<file path="src/rtl/noc_pkg.sv">
// Shared NoC constants for NIC-side traffic drivers.
// Register map, packet fields and driver FSM states.
package noc_pkg;

  localparam int PACKET_WIDTH = 64;

  localparam logic [1:0] NIC_IN_BUF   = 2'b00;
  localparam logic [1:0] NIC_IN_STAT  = 2'b01;
  localparam logic [1:0] NIC_OUT_BUF  = 2'b10;
  localparam logic [1:0] NIC_OUT_STAT = 2'b11;

  localparam int PKT_HDR_LSB = 32;
  localparam int PKT_SIG_LSB = 16;
  localparam int PKT_SEQ_LSB = 0;

  localparam logic [15:0] PKT_SIG = 16'hA5A5;

  typedef enum logic [3:0] {
    ST_IDLE,
    ST_TX_POLL,
    ST_TX_CHK,
    ST_TX_WR,
    ST_RX_POLL,
    ST_RX_CHK,
    ST_RX_RD,
    ST_RX_CAP,
    ST_DONE
  } pe_state_e;

  function automatic logic [3:0] abs_diff2(
    input logic [1:0] a,
    input logic [1:0] b
  );
    logic [1:0] d;
    d = (a > b) ? (a - b) : (b - a);
    return {2'b00, d};
  endfunction

endpackage

</file>
<file path="src/rtl/pkt_hdr_gen.sv">
// Combinational packet header builder (bits 63:32).
// Routing direction, hop distance and source id.
module pkt_hdr_gen
  import noc_pkg::*;
(
  input  logic [1:0]  i_src_x,
  input  logic [1:0]  i_src_y,
  input  logic [1:0]  i_dst_x,
  input  logic [1:0]  i_dst_y,
  output logic [31:0] o_hdr
);

  logic w_x_dir;
  logic w_y_dir;

  assign w_x_dir = (i_dst_x > i_src_x);
  assign w_y_dir = (i_dst_y > i_src_y);

  assign o_hdr = {
    1'b0,
    w_x_dir,
    w_y_dir,
    5'b00000,
    abs_diff2(i_dst_x, i_src_x),
    abs_diff2(i_dst_y, i_src_y),
    i_src_y,
    i_src_x,
    4'h0,
    8'h00
  };

endmodule

</file>
<file path="src/rtl/nic_pe_driver.sv">
// PE stand-in driving a NIC CPU port: sends NUM_TX
// packets, drains and checks received packets.
module nic_pe_driver #(
  parameter int          PACKET_WIDTH = noc_pkg::PACKET_WIDTH,
  parameter int unsigned SRC_X        = 0,
  parameter int unsigned SRC_Y        = 0,
  parameter int unsigned DST_X        = 3,
  parameter int unsigned DST_Y        = 3,
  parameter int unsigned NUM_TX       = 8,
  parameter int unsigned NUM_RX       = 8
) (
  input  logic                    clk,
  input  logic                    reset,
  input  logic                    start,
  output logic [1:0]              addr,
  output logic [PACKET_WIDTH-1:0] d_in,
  input  logic [PACKET_WIDTH-1:0] d_out,
  output logic                    nicEn,
  output logic                    nicEnWR,
  output logic [7:0]              tx_count,
  output logic [7:0]              rx_count,
  output logic                    rx_err,
  output logic [63:0]             rx_last,
  output logic                    done
);
  import noc_pkg::*;

  localparam logic [1:0] L_SX  = SRC_X[1:0];
  localparam logic [1:0] L_SY  = SRC_Y[1:0];
  localparam logic [1:0] L_DX  = DST_X[1:0];
  localparam logic [1:0] L_DY  = DST_Y[1:0];
  localparam logic [7:0] L_NTX = NUM_TX[7:0];
  localparam logic [7:0] L_NRX = NUM_RX[7:0];

  pe_state_e r_state;
  pe_state_e w_state_nx;

  logic [1:0]              r_addr, w_addr_nx;
  logic [PACKET_WIDTH-1:0] r_d_in, w_d_in_nx;
  logic                    r_en, w_en_nx;
  logic                    r_wr, w_wr_nx;
  logic [7:0]              r_tx, w_tx_nx;
  logic [7:0]              r_rx, w_rx_nx;
  logic                    r_err, w_err_nx;
  logic [63:0]             r_last, w_last_nx;
  logic                    r_done, w_done_nx;

  logic [31:0] w_hdr;
  logic [63:0] w_pkt;

  function automatic logic [7:0] sat_inc(
    input logic [7:0] v
  );
    return (v == 8'hFF) ? v : v + 8'd1;
  endfunction

  pkt_hdr_gen u_hdr (
    .i_src_x (L_SX),
    .i_src_y (L_SY),
    .i_dst_x (L_DX),
    .i_dst_y (L_DY),
    .o_hdr   (w_hdr)
  );

  // Outgoing packet for the current sequence number
  always_comb begin
    w_pkt = '0;
    w_pkt[PKT_HDR_LSB +: 32] = w_hdr;
    w_pkt[PKT_SIG_LSB +: 16] = PKT_SIG;
    w_pkt[PKT_SEQ_LSB +: 16] = {8'h00, r_tx};
  end

  // Next state plus counter and receive-status updates
  always_comb begin
    w_state_nx = r_state;
    w_tx_nx    = r_tx;
    w_rx_nx    = r_rx;
    w_err_nx   = r_err;
    w_last_nx  = r_last;
    case (r_state)
      ST_IDLE, ST_DONE: begin
        if (start) begin
          w_tx_nx    = '0;
          w_rx_nx    = '0;
          w_err_nx   = 1'b0;
          w_last_nx  = '0;
          w_state_nx = ST_TX_POLL;
        end
      end
      ST_TX_POLL: begin
        w_state_nx = (r_tx == L_NTX) ?
                     ST_RX_POLL : ST_TX_CHK;
      end
      ST_TX_CHK: begin
        w_state_nx = d_out[0] ? ST_RX_POLL : ST_TX_WR;
      end
      ST_TX_WR: begin
        w_tx_nx    = sat_inc(r_tx);
        w_state_nx = ST_RX_POLL;
      end
      ST_RX_POLL: begin
        w_state_nx = ST_RX_CHK;
      end
      ST_RX_CHK: begin
        if (d_out[0])
          w_state_nx = ST_RX_RD;
        else if ((r_tx == L_NTX) && (r_rx >= L_NRX))
          w_state_nx = ST_DONE;
        else
          w_state_nx = ST_TX_POLL;
      end
      ST_RX_RD: begin
        w_state_nx = ST_RX_CAP;
      end
      ST_RX_CAP: begin
        w_last_nx = d_out[63:0];
        w_rx_nx   = sat_inc(r_rx);
        if ((d_out[PKT_SIG_LSB +: 16] != PKT_SIG) ||
            (r_rx == L_NRX))
          w_err_nx = 1'b1;
        w_state_nx = ST_TX_POLL;
      end
      default: w_state_nx = ST_IDLE;
    endcase
  end

  // NIC access for the cycle being entered, so reads
  // return data in the following state
  always_comb begin
    w_en_nx   = 1'b0;
    w_wr_nx   = 1'b0;
    w_addr_nx = r_addr;
    w_d_in_nx = r_d_in;
    w_done_nx = (w_state_nx == ST_DONE);
    unique case (1'b1)
      (w_state_nx == ST_TX_POLL): begin
        if (w_tx_nx != L_NTX) begin
          w_en_nx   = 1'b1;
          w_addr_nx = NIC_OUT_STAT;
        end
      end
      (w_state_nx == ST_TX_WR): begin
        w_en_nx   = 1'b1;
        w_wr_nx   = 1'b1;
        w_addr_nx = NIC_OUT_BUF;
        w_d_in_nx = w_pkt;
      end
      (w_state_nx == ST_RX_POLL): begin
        w_en_nx   = 1'b1;
        w_addr_nx = NIC_IN_STAT;
      end
      (w_state_nx == ST_RX_RD): begin
        w_en_nx   = 1'b1;
        w_addr_nx = NIC_IN_BUF;
      end
      default: ;
    endcase
  end

  // State and registered outputs
  always_ff @(posedge clk or negedge reset) begin
    if (!reset) begin
      r_state <= ST_IDLE;
      r_addr  <= '0;
      r_d_in  <= '0;
      r_en    <= 1'b0;
      r_wr    <= 1'b0;
      r_tx    <= '0;
      r_rx    <= '0;
      r_err   <= 1'b0;
      r_last  <= '0;
      r_done  <= 1'b0;
    end else begin
      r_state <= w_state_nx;
      r_addr  <= w_addr_nx;
      r_d_in  <= w_d_in_nx;
      r_en    <= w_en_nx;
      r_wr    <= w_wr_nx;
      r_tx    <= w_tx_nx;
      r_rx    <= w_rx_nx;
      r_err   <= w_err_nx;
      r_last  <= w_last_nx;
      r_done  <= w_done_nx;
    end
  end

  assign addr     = r_addr;
  assign d_in     = r_d_in;
  assign nicEn    = r_en;
  assign nicEnWR  = r_wr;
  assign tx_count = r_tx;
  assign rx_count = r_rx;
  assign rx_err   = r_err;
  assign rx_last  = r_last;
  assign done     = r_done;

endmodule

</file>
<file path="config.mk">
export PLATFORM = sky130hd
export DESIGN_NAME = nic_pe_driver
export DESIGN_NICKNAME = d
export VERILOG_FILES = /design/src/rtl/noc_pkg.sv /design/src/rtl/pkt_hdr_gen.sv /design/src/rtl/nic_pe_driver.sv
export SDC_FILE = /design/constraint.sdc
export NUM_CORES = 1
export LEC_CHECK = 0
export CAP_MARGIN = 20
export CORE_MARGIN = 8
export CORE_UTILIZATION = 45
export CTS_CLUSTER_DIAMETER = 100
export DETAILED_ROUTE_END_ITERATION = 8
export PLACE_DENSITY = 0.92
export SETUP_SLACK_MARGIN = 0.02
export SYNTH_ARGS = -nofsm -noshare
export SYNTH_HDL_FRONTEND = slang
export SYNTH_SLANG_ARGS = --single-unit
</file>
<file path="constraint.sdc">
create_clock -name clk -period 3.8 [get_ports clk]
set_input_delay 0.76 -clock clk [delete_from_list [all_inputs] [get_ports clk]]
set_output_delay 0.76 -clock clk [all_outputs]
set_load 0.005 [all_outputs]
</file>
==> load_flow_metrics.sql, run 1 <==
INSERT INTO impl_metrics (metric_group, metric, value, unit) VALUES
('outcome', 'outcome', 'finished clean', ''),
('global_route', 'grt_max_degree', '92', ''),
('global_route', 'grt_antenna_before_repair', '0', ''),
('logic_synthesis', 'synth.area.top_cells', 'dfrtp_1, nand2_1, buf_4', ''),
('logic_synthesis', 'yosys_register_bits', '99', ''),
('logic_synthesis', 'yosys.cell_types.count', '57', ''),
('logic_synthesis', 'ys_dominant_reg_cell', 'dfrtp_1', ''),
('placed_design', 'buffer_ports.inserted', '174', ''),
('timing', 'timing_hold_violations_final', '0', ''),
('logic_synthesis', 'synthesis.area_per_instance', '8.94', 'um2'),
('global_route', 'grt_first_pass_wirelength', '21.0', 'mm'),
('critical_path', 'cp.arrival', '2.83', 'ns'),
('routing', 'detail_route.wl_per_cell', '16.1', 'um'),
('timing', 'min_period', '2.57', 'ns'),
('logic_synthesis', 'netlist.area_leader.share', '0.516', ''),
('timing', 'slew_headroom', '0.489', ''),
('clocking', 'h_tree_lvl_count', '3', ''),
('critical_path', 'cp-end-kind', 'flip-flop', ''),
('timing', 'rsz0062_at_grt', 'false', ''),
('placed_design', 'globalplace.congestion', '0.831', ''),
('logic_synthesis', 'yosys.area.top_type', 'dfrtp_1', ''),
('global_route', 'gr-total-overflow', '0', ''),
('logic_synthesis', 'ys_async_sr_fraction', '1.00', ''),
('clocking', 'cts.repair_timing.setup_buffer_count', '0', ''),
('final_layout', 'area_delta_synth_final', '36.2', '%'),
('global_route', 'first_global_vias', '3994', ''),
('timing', 'min_period_over_period', '0.677', ''),
('routing', 'firstDrtPassIters', '4', ''),
('hold_path', 'timing.hold.worst.class', 'in -> async', ''),
('final_layout', 'final_core_utilization', '0.633', ''),
('floorplan', 'die_width', '119', 'um'),
('job', 'max_cap_viol_count', '0', ''),
('clocking', 'clock-root-buffer', 'clkbuf_8', ''),
('power', 'power_per_cell_area', '652', 'nW/um2'),
('final_layout', 'most_frequent_cells_in_the_layout', 'clkdlybuf4s50_1, nand2_1, dfrtp_1', ''),
('timing', 'setup-tns-final', '0', 'ns'),
('clocking', 'clock_latency', '0.36', 'ns'),
('critical_path', 'startpoint', 'd_out[28]', ''),
('clocking', 'cts-root-to-sink-buffers', '2', ''),
('critical_path', 'critical_path.reg2reg.startpoint', 'r_state[1]', ''),
('floorplan', 'count_of_boundary_i_o_pins', '217', ''),
('logic_synthesis', 'synth_edf_count', '0', ''),
('timing', 'drv_slew', '0', ''),
('floorplan', 'dieArea', '14200', 'um2'),
('clocking', 'cts_resized', '0', ''),
('logic_synthesis', 'synthesis.instances', '537', ''),
('critical_path', 'timing.reg2reg.setup_slack', '1.35', 'ns'),
('clocking', 'clock_edge_transition_at_the_registers_on_the_reported_setup_and_hold_paths', '0.09', 'ns'),
('placed_design', 'detailedPlacementHpwl', '10.0', 'mm'),
('timing', 'transition_time_of_the_tightest_slew_check_pin', '0.764', 'ns'),
('clocking', 'cts-buffers-inserted', '9', ''),
('clocking', 'clock-sinks', '99', ''),
('floorplan', 'floorplan.initialDensity', '0.465', ''),
('routing', 'ant_nets', '0', ''),
('routing', 'drt-initial-drc-count', '181', ''),
('clocking', 'tritoncts', 'built', ''),
('floorplan', 'die_h', '119', 'um'),
('critical_path', 'cp.required', '4.05', 'ns'),
('clocking', 'cts-hold-fix-buffers', '0', ''),
('critical_path', 'timing.critical_path.fanout_max', '2', ''),
('power', 'leakagePower', '0.00285', 'uW'),
('final_layout', 'drive_gt1_frac', '0.0466', ''),
('critical_path', 'path_class', 'in -> reg', ''),
('timing', 'fin_skew', '0.0106', 'ns'),
('routing', 'drc', '0', ''),
('critical_path', 'start_kind', 'input pin', ''),
('logic_synthesis', 'post_syn_area', '4800', 'um2'),
('routing', 'post_drt_via_cell_ratio', '4.97', ''),
('power', 'vdd_drop_max', '0.350', 'mV'),
('final_layout', 'antenna-diode-count', '0', ''),
('final_layout', 'nNetsFinal', '752', ''),
('floorplan', 'fp.coreArea', '10300', 'um2'),
('routing', 'route.final.wire_length', '13.2', 'mm'),
('timing', 'timing.fmax', '389', 'MHz'),
('timing', 'report.final.setup_viol', '0', ''),
('routing', 'route.vias.total', '4084', ''),
('logic_synthesis', 'seq_total_area_yosys', '0.516', ''),
('final_layout', 'layout_commonest_cell', 'clkdlybuf4s50_1', ''),
('logic_synthesis', 'ys_warn_count', '0', ''),
('global_route', 'grtUsageTotal', '0.182', ''),
('final_layout', 'total_of_fill_cells_in_the_finished_design', '844', ''),
('floorplan', 'row_count', '37', '');
## synthesized netlist by cell type, types with 2 or more instances
master,n
a21oi_1,6
a21boi_0,2
o31ai_1,4
dfrtp_1,99
nor2_1,17
o21ai_0,75
and3_1,2
inv_1,12
xnor2_1,2
buf_1,3
nor4_1,2
xor2_1,4
nor2b_1,3
clkbuf_1,19
nor3_1,4
ha_1,4
nand4_1,4
nand3_1,9
buf_4,55
a31oi_1,2
o2111ai_1,2
nand2b_1,3
buf_2,9
nand2_1,158
nand4b_1,2
mux2i_1,3
or3_1,2
## metrics by stage
| stage | std cells | area [um2] | hold WS (ns) | worst slack [ns] | power, uW |
|---|---|---|---|---|---|
| finish | 822 | 6540 | 0.439 | 1.23 | 4270 |
| global route | 822 | 6540 | 0.492 | 1.10 | 4580 |
| CTS | 822 | 6540 | 0.457 | 1.23 | 4320 |
| detailed placement | 806 | 6360 | 0.473 | 0.836 | 3680 |
| global placement | 806 | 6360 | 0.465 | 0.930 | 3600 |
| floorplan | 578 | 4960 | 0.464 | 1.60 | 2580 |
## sequential cells by signal (all words and copies together) (netlist names)
name      count
addr          2
rx_count      8
d_in          9
rx_err        1
nicEnWR       1
done          1
rx_last      64
tx_count      8
r_state       4
nicEn         1
## critical path: stages
cell,delay (ns)
clkdlybuf4s50_1,0.42
or4b_2,0.67
nor4_1,0.50
o311ai_0,0.24
a22o_1,0.24
## worst paths after layout
check | cells past startpoint | endpoint
min in group clk | 2 | d_in[7]
worst max register to register | 6 | rx_count[5]
worst min register to register | 2 | d_in[7]
max in group asynchronous | 2 | tx_count[1]
worst max-delay path | 5 | rx_err
worst min-delay path | 1 | rx_last[43]
## cells by family (layout without fill, tap and decap cells)
| logic type | after synthesis | count (layout) | share of synthesized area |
|---|---|---|---|
| xor gates and xnor gates | 6 | 6 | 0.0109 |
| adders and majority gates | 4 | 4 | 0.0104 |
| buffers and inverters | 98 | 206 | 0.122 |
| AOI/OAI and AO/OA | 105 | 105 | 0.125 |
| DFF | 99 | 99 | 0.516 |
| other | 1 | 42 | 0.000781 |
| muxes | 5 | 5 | 0.0109 |
| and+or+nand+nor | 219 | 219 | 0.204 |
## layer usage
| layer | up-vias | global-route usage | part of all wire |
|---|---|---|---|
| met5 | - | 0 | 0 |
| met4 | 0 | 0.0734 | 0.021 |
| met3 | 18 | 0.0524 | 0.077 |
| met2 | 140 | 0.316 | 0.52 |
| met1 | 1959 | 0.206 | 0.38 |
| li1 | 1967 | - | - |
## layout make-up
type,count,area [um2],share of cell area
Sequential cell,99,2480,0.379
Multi-Input combinational cell,381,1900,0.290
Timing Repair Buffer,178,1770,0.271
Tap cell,136,170,0.0260
Clock buffer,12,155,0.0237
Inverter,12,45.0,0.00689
Clock inverter,4,25.0,0.00383
## power by group
group	internal [uW]	leakage, uW	switching (uW)
Clock	272	0.0000884	357
Sequential	1440	0.00131	299
Combinational	1070	0.00145	828
Total	2780	0.00285	1480
(Power assumes the default switching activity.)
==> run 2: changes to the inputs <==
CORE_UTILIZATION = 38   (was 45)
PLACE_DENSITY = 0.83   (was 0.92)
clock period = 2.2 ns   (was 3.8 ns; I/O delays follow)
==> run 2 against run 1 <==
  * Via count grew 2.3%
  * Combinational power up 94%
  * Non-clock buffer count increased by 31
  * Die area is 16% higher
  * Utilization decreased by 6.9 points
  * Global-route usage down 1.8 points
  * Register-to-register slack got worse by 1.3 ns
  * Worst hold slack lost 0.43 ns
  * Worst setup slack worse by 1.1 ns
  * Critical endpoint is now nicEn
==> load_flow_metrics.sql, run 2 (synthesis gave the netlist of run 1 again) <==
INSERT INTO impl_metrics (metric_group, metric, value, unit) VALUES
('clocking', 'clock-root-buffer', 'clkbuf_16', ''),
('clocking', 'h_tree_lvl_count', '3', ''),
('floorplan', 'die_h', '128', 'um'),
('global_route', 'grt_max_degree', '103', ''),
('critical_path', 'cp-end-kind', 'flip-flop', ''),
('critical_path', 'cp.required', '2.43', 'ns'),
('final_layout', 'antenna-diode-count', '0', ''),
('routing', 'firstDrtPassIters', '5', ''),
('routing', 'route.vias.total', '4176', ''),
('routing', 'drt-initial-drc-count', '344', ''),
('floorplan', 'die_width', '128', 'um'),
('clocking', 'clock_latency', '0.35', 'ns'),
('power', 'leakagePower', '0.00309', 'uW'),
('critical_path', 'crit_path_top_delay_cell', 'dfrtp_1', ''),
('critical_path', 'timing.critical_path.slowest_cell_delay', '0.41', 'ns'),
('floorplan', 'fp.coreArea', '12500', 'um2'),
('job', 'max_cap_viol_count', '0', ''),
('timing', 'min_period_over_period', '0.959', ''),
('routing', 'ant_nets', '0', ''),
('power', 'pwr-share-comb', '0.442', ''),
('global_route', 'grtUsageTotal', '0.164', ''),
('critical_path', 'start_kind', 'flip-flop', ''),
('timing', 'min_period', '2.11', 'ns'),
('routing', 'maxUsedRoutingLayer', 'met5', ''),
('final_layout', 'area_delta_synth_final', '46.5', '%'),
('timing', 'drv_slew', '0', ''),
('placed_design', 'detailedPlacementHpwl', '10.2', 'mm'),
('clocking', 'cts-root-to-sink-buffers', '2', ''),
('clocking', 'clock-sinks', '99', ''),
('timing', 'fin_skew', '0.00661', 'ns'),
('global_route', 'grt_antenna_before_repair', '1', ''),
('power', 'sequentialPowerShare', '0.352', ''),
('critical_path', 'cp.arrival', '2.34', 'ns'),
('global_route', 'gr-total-overflow', '0', ''),
('critical_path', 'timing.critical_path.fanout_max', '4', ''),
('routing', 'wl_met3', '1.09', 'mm'),
('final_layout', 'nNetsFinal', '783', ''),
('clocking', 'clock_edge_transition_at_the_registers_on_the_reported_setup_and_hold_paths', '0.07', 'ns'),
('critical_path', 'timing.critical_path.cells', 'ha_2 > nand3_1 > buf_4 > o211ai_1 > mux2i_1 > o221ai_1 > o31ai_4 > nand3_1', ''),
('routing', 'wl_met1', '5.29', 'mm'),
('final_layout', 'largest_reg_flops', '64', ''),
('power', 'power_per_cell_area', '1180', 'nW/um2'),
('placed_design', 'post-place-ws', '-0.244', 'ns'),
('routing', 'dr_wl_met2', '7.11', 'mm'),
('floorplan', 'dieArea', '16500', 'um2'),
('final_layout', 'layout_commonest_cell', 'clkdlybuf4s50_1', ''),
('placed_design', 'globalplace.congestion', '0.882', ''),
('critical_path', 'most_frequent_cell_on_the_critical_path', 'nand3_1', ''),
('floorplan', 'row_count', '41', ''),
('critical_path', 'path_class', 'reg -> reg', ''),
('routing', 'drc', '0', ''),
('placed_design', 'buffer_ports.inserted', '174', ''),
('timing', 'setup-tns-final', '0', 'ns'),
('clocking', 'tritoncts', 'built', ''),
('routing', 'post_drt_via_cell_ratio', '4.70', ''),
('final_layout', 'most_frequent_cells_in_the_layout', 'clkdlybuf4s50_1, nand2_1, dfrtp_1', ''),
('power', 'p_clk_frac', '0.206', ''),
('routing', 'route.final.wire_length', '13.7', 'mm'),
('timing', 'report.final.setup_viol', '0', ''),
('global_route', 'first_global_vias', '4087', ''),
('routing', 'detail_route.wl_per_cell', '15.4', 'um'),
('floorplan', 'floorplan.initialDensity', '0.385', ''),
('power', 'p_switching', '2730', 'uW'),
('global_route', 'grt_first_pass_wirelength', '21.3', 'mm'),
('timing', 'timing.fmax', '474', 'MHz'),
('critical_path', 'path_delay_family', 'compound AO/OA/AOI/OAI gates', ''),
('outcome', 'outcome', 'finished clean', ''),
('power', 'cellInternalPower', '5570', 'uW'),
('hold_path', 'timing.hold.worst.class', 'in -> async', ''),
('final_layout', 'drive_gt1_frac', '0.102', ''),
('power', 'sw_frac_of_total', '0.329', ''),
('clocking', 'cts-buffers-inserted', '9', ''),
('timing', 'post_layout_worst_setup_margin', '0.0894', 'ns'),
('final_layout', 'final_core_utilization', '0.564', ''),
('power', 'vdd_drop_max', '0.567', 'mV'),
('critical_path', 'cp_num_buf_inv', '1', ''),
('floorplan', 'count_of_boundary_i_o_pins', '217', ''),
('timing', 'timing_hold_violations_final', '0', ''),
('timing', 'hold_slack', '0.0102', 'ns'),
('power', 'total_power', '8290', 'uW');
[run 2: final timing paths]
check	startpoint	endpoint	slack, ns	depth (start not counted)
setup / recovery	tx_count[1]	nicEn	0.09	8
min in group clk	d_in[2]	d_in[2]	0.48	2
hold / removal	reset	rx_last[30]	0.01	1
setup reg to reg	tx_count[1]	nicEn	0.09	8
max in group asynchronous	reset	tx_count[0]	1.48	2
hold reg to reg	d_in[2]	d_in[2]	0.48	2
[run 2: what timing repair did]
item | in CTS | in global routing
hold buffers | 0 | 0
gates resized for setup | 0 | 12
setup endpoints to repair | 0 | 5
setup buffers | 0 | 3
[run 2: metrics by stage]
step | std cells | cell area [um2]
2_1_floorplan | 578 | 4960
3_3_place_gp | 870 | 6640
3_5_place_dp | 870 | 6640
4_1_cts | 886 | 6970
5_1_grt | 889 | 7040
6_report | 889 | 7040
[run 2: power groups by stage]
stage               clock (uW)  sequential, uW  combinational (uW)
finish                    1710            2920                3660
CTS                       1760            2920                3620
detailed placement           0            2950                3610
global placement             0            2920                3530
floorplan                    0            2970                1490
global route              1830            3010                4030
[run 2: worst reg2reg max path, cell delays in order, from the launching register on]
cell and delay (ns):
dfrtp_1 0.41, ha_2 0.23, nand3_1 0.11, buf_4 0.17
o211ai_1 0.18, mux2i_1 0.29, o221ai_1 0.21, o31ai_4 0.29
nand3_1 0.10
[run 2: cell type report]
| class | count | area [um2] |
|---|---|---|
| fillers | 1120 | 5430 |
| well taps | 172 | 215 |
| repair buffers | 209 | 2030 |
| clock buffers | 9 | 225 |
| clock inverters | 7 | 101 |
| multi-input cells | 381 | 1940 |
| inverters | 12 | 45.0 |
| flip-flops and latches | 99 | 2480 |
[run 2: routing by layer]
metal | track usage | vias to the layer above
li1 | - | 2033
met1 | 0.188 | 1988
met2 | 0.286 | 138
met3 | 0.0550 | 15
met4 | 0.0448 | 2
met5 | 0 | -
